<file path="src/rtl/pri_dec3x8_buf.sv">
// pri_dec3x8_buf: FIFO of 3-bit priority indices with one-hot decoded head, sticky seen mask and pop counter
module pri_dec3x8_buf #(
  parameter int DEPTH = 4
) (
  input  logic                     clk,
  input  logic                     rst,
  input  logic                     in_valid,
  input  logic [2:0]               in_idx,
  output logic                     in_ready,
  output logic [7:0]               Y,
  output logic                     out_valid,
  input  logic                     out_ready,
  input  logic                     seen_clr,
  output logic [7:0]               seen,
  output logic [$clog2(DEPTH):0]   level,
  output logic [7:0]               pop_cnt
);
  localparam int AW = $clog2(DEPTH);
  logic [2:0]    mem [DEPTH];
  logic [AW-1:0] wp, rp;
  logic          push, pop;
  assign in_ready  = level < (AW+1)'(DEPTH);
  assign out_valid = level != '0;
  assign push      = in_valid && in_ready;
  assign pop       = out_ready && out_valid;
  assign Y         = out_valid ? 8'b1 << mem[rp] : 8'h00;
  always_ff @(posedge clk)
    if (push) mem[wp] <= in_idx;
  always_ff @(posedge clk or posedge rst)
    if (rst) begin
      wp      <= '0;
      rp      <= '0;
      level   <= '0;
      seen    <= 8'h00;
      pop_cnt <= 8'h00;
    end else begin
      wp      <= push ? wp + AW'(1) : wp;
      rp      <= pop ? rp + AW'(1) : rp;
      level   <= level + (AW+1)'(push) - (AW+1)'(pop);
      seen    <= (seen_clr ? 8'h00 : seen) | (pop ? Y : 8'h00);
      pop_cnt <= pop_cnt + 8'(pop);
    end
endmodule

</file>
<file path="config.mk">
export PLATFORM = sky130hd
export DESIGN_NAME = pri_dec3x8_buf
export DESIGN_NICKNAME = d
export VERILOG_FILES = /design/src/rtl/pri_dec3x8_buf.sv
export SDC_FILE = /design/constraint.sdc
export NUM_CORES = 1
export LEC_CHECK = 0
export ABC_AREA = 1
export ABC_CLOCK_PERIOD_IN_PS = 2400
export BUFFER_PORTS_ARGS = -buffer_cell sky130_fd_sc_hd__buf_2
export CAP_MARGIN = 10
export CORE_ASPECT_RATIO = 0.6
export CORE_UTILIZATION = 25
export CTS_BUF_LIST = sky130_fd_sc_hd__clkbuf_8 sky130_fd_sc_hd__clkbuf_16
export CTS_CLUSTER_DIAMETER = 200
export CTS_CLUSTER_SIZE = 12
export DETAILED_ROUTE_END_ITERATION = 10
export GPL_TIMING_DRIVEN = 1
export HOLD_SLACK_MARGIN = 0.02
export PLACE_DENSITY_LB_ADDON = 0.3
export SKIP_CTS_REPAIR_TIMING = 1
export SYNTH_ARGS = -nofsm -noshare
export SYNTH_HDL_FRONTEND = slang
export SYNTH_SLANG_ARGS = --single-unit
export TNS_END_PERCENT = 100
</file>
<file path="constraint.sdc">
create_clock -name clk -period 2.4 [get_ports clk]
set_clock_uncertainty 0.2 [all_clocks]
set_input_delay 0.48 -clock clk [delete_from_list [all_inputs] [get_ports clk]]
set_output_delay 0.48 -clock clk [all_outputs]
set_load 0.02 [all_outputs]
</file>
==> impl_metrics.ini <==
[outcome]
status = finished clean

[yosys]
synth_nets = 203
synth_edf_count = 12
synthArstFlopShare_pct = 65.7
synth_top_family_by_area = simple AND/OR/NAND/NOR gates
synth_area_per_cell_um2 = 9.74
synthCells = 188
synthFlopType = dfrtp_1
synth.most_common_cell = nand2_1
synth_cell_types = 27
muxShareOfSynthArea_pct = 0
synth_xor_area_share_pct = 3.83
yosysTopAreaCellShare_pct = 31.4
synth-simple-area-share_pct = 30.9
ys_seq_area_share_pct = 51.1
ys_warn_count = 0
synth_area_leaders = dfrtp_1, edfxtp_1, nand2_1
synth_area_um2 = 1830
synth_fa_ha_area_share_pct = 5.19
ys_top_cells_by_count = nand2_1, dfrtp_1, inv_1, nor2_1, nand3_1
synth_compound_area_share_pct = 1.37
synth.largest_area_cell = dfrtp_1
ys_seq_elements = 35

[sta]
worst_slack_ps = 72.6
drv_slew = 0
layout_min_cycle_time_ps = 2330
period_share_pct = 97.0
finalHoldViolCount = 0
finalSetupViolations = 0
relSlewSlack_pct = 77.8
worst_pin_slew_ps = 332
max_freq_ghz = 0.430
whs_ps = 29.8

[grt]
grt_pass1_vias = 1347
overflow = 0
grt_max_degree = 24
antenna_found_initial = 0
grt_pass1_wl_um = 6380
grt_use_total_pct = 11.2

[detailed_routing]
drt_wl_total_um = 3710
vias = 1326
drt_first_pass_iters = 5
via_per_inst = 4.13
route.detailed.drc = 0
drt_iter0_markers = 54
ant_nets = 0
wl_per_cell_um = 11.6

[setup_path]
worstPathArrival_ps = 1650
crit_required_ps = 1720
worst_setup_path_start_kind = flip-flop
cpMaxStageDelayCell = dfrtp_2
worst_path_largest_cell_delay_ps = 420
cp_cell_sequence = buf_12, inv_8, nand2_2, nand3_2, nand2_4, nor2_4, inv_1, nor2_1, buf_2
path_max_fanout = 8
endpoint_kind = output port
path_class = flip-flop to output port

[flow_run]
max_cap_violations = 0

[pwr]
max-vdd-ir-drop_uv = 564
power.total_mw = 3.42
power_density_nw_per_um2 = 1490
leakage_nw = 1.20

[floorplanning]
die_w_um = 113
top_level_ports = 37
die-area_um2 = 7680
initial_core_util_pct = 26.6
core_um2 = 6880
row_count = 23
die_y_um = 68.3

[cts]
cts_htree_levels = 2
cts_tree = built
cts_buffers = 5
clkTransAtPathRegs_ps = 60
cts_buffer_depth = 2
clock_latency_ps = 280
cts.sinks = 35
root_buffer = clkbuf_16

[cells_and_area]
finalNetCount = 248
num_antenna_cells = 0
fillers = 699
syn2layout_area_growth_pct = 25.1
final_area_um2 = 2290
drive_gt1_share_pct = 33.8

[worst_hold_path]
hp-class = input port to async pin

[placement]
place.gp.congestion = 0.793
place_ws_ps = 227
dp_hpwl_um = 2910
numPortBuffers = 36
place_area_um2 = 2110
registers in the layout, summed over array words and instances (netlist names):
signal,count
wp,2
rp,2
pop_cnt,8
level,3
seen,8
mem,12
final cells by class:
cell class,count,area [um2],area share [%]
repair buffers,41,230,10.0
inverters,26,108,4.69
well taps,87,109,4.75
multi-input cells,124,766,33.4
flip-flops and latches,35,938,40.9
clock buffers,5,125,5.46
clock inverters,3,16.3,0.710
power by group:
group / leakage [nW] / switching, mW / total (mW) / internal (mW)
clock: 0.0710 / 0.233 / 0.610 / 0.378
combinational: 0.736 / 1.17 / 1.79 / 0.615
sequential: 0.393 / 0.179 / 1.02 / 0.844
metrics by stage:
| stage | TNS, ps | cells | util, % |
|---|---|---|---|
| finish | 0 | 321 | 33.3 |
| global route | -4.44 | 321 | 33.3 |
| CTS | -160 | 319 | 32.7 |
| detailed placement | 0 | 311 | 30.7 |
| global placement | 0 | 311 | 30.7 |
| floorplan | 0 | 188 | - |
cells by family after synthesis:
family	Yosys count
AO/OA/AOI/OAI	5
adder cells (fa/ha/maj)	7
AND/OR/NAND/NOR	104
XOR/XNOR	8
flip-flops	35
buffers and inverters	29
routing by layer:
| metal | part of all wire (%) | wire, um | global-route usage (%) | vias to the layer above |
|---|---|---|---|---|
| met5 | 0 | 0 | 0 | - |
| met1 | 57 | 2110 | 16.1 | 603 |
| li1 | - | - | - | 683 |
| met2 | 37 | 1370 | 15.5 | 34 |
| met3 | 5.3 | 195 | 3.37 | 6 |
| met4 | 1.0 | 38 | 4.50 | 0 |
final timing paths:
kind                           start  slack [ps]        end  cells after the start
min in group clk           in_idx[2]         230  mem[3][2]                      1
hold reg to reg              seen[7]         270    seen[7]                      2
hold / removal                   rst          30    seen[2]                      3
setup reg to reg            level[1]         250   level[2]                      8
max in group asynchronous        rst        1720      rp[0]                      3
setup / recovery               rp[0]          70       Y[1]                      9
cell usage in the layout, fill, tap and decap left out, types with 2 or more instances in the layout:
master     netlist  final
nand3_1         14     13
nand2_4          8      8
inv_2            2      2
inv_1           22     23
nor2_1          15     15
o21ai_0          2      2
xnor2_1          2      2
dfrtp_2          0      2
clkbuf_16        0      5
ha_1             6      6
nand2_2          3      3
nor3_2           1      2
dfrtp_1         23     21
xor2_1           6      6
nand3_2          5      6
buf_4            0      4
nor2_4           4      4
nand2_1         48     48
edfxtp_1        12     12
buf_2            0     35
nor3_1           3      2
a21oi_1          3      3
worst max-delay path, delay by kind of cell (launching register included):
kind | cells | cell delay, ps
DFF | 1 | 420
buffers and inverters | 4 | 470
and+or+nand+nor | 5 | 470
Note: power is estimated with default switching activity, not from simulation.
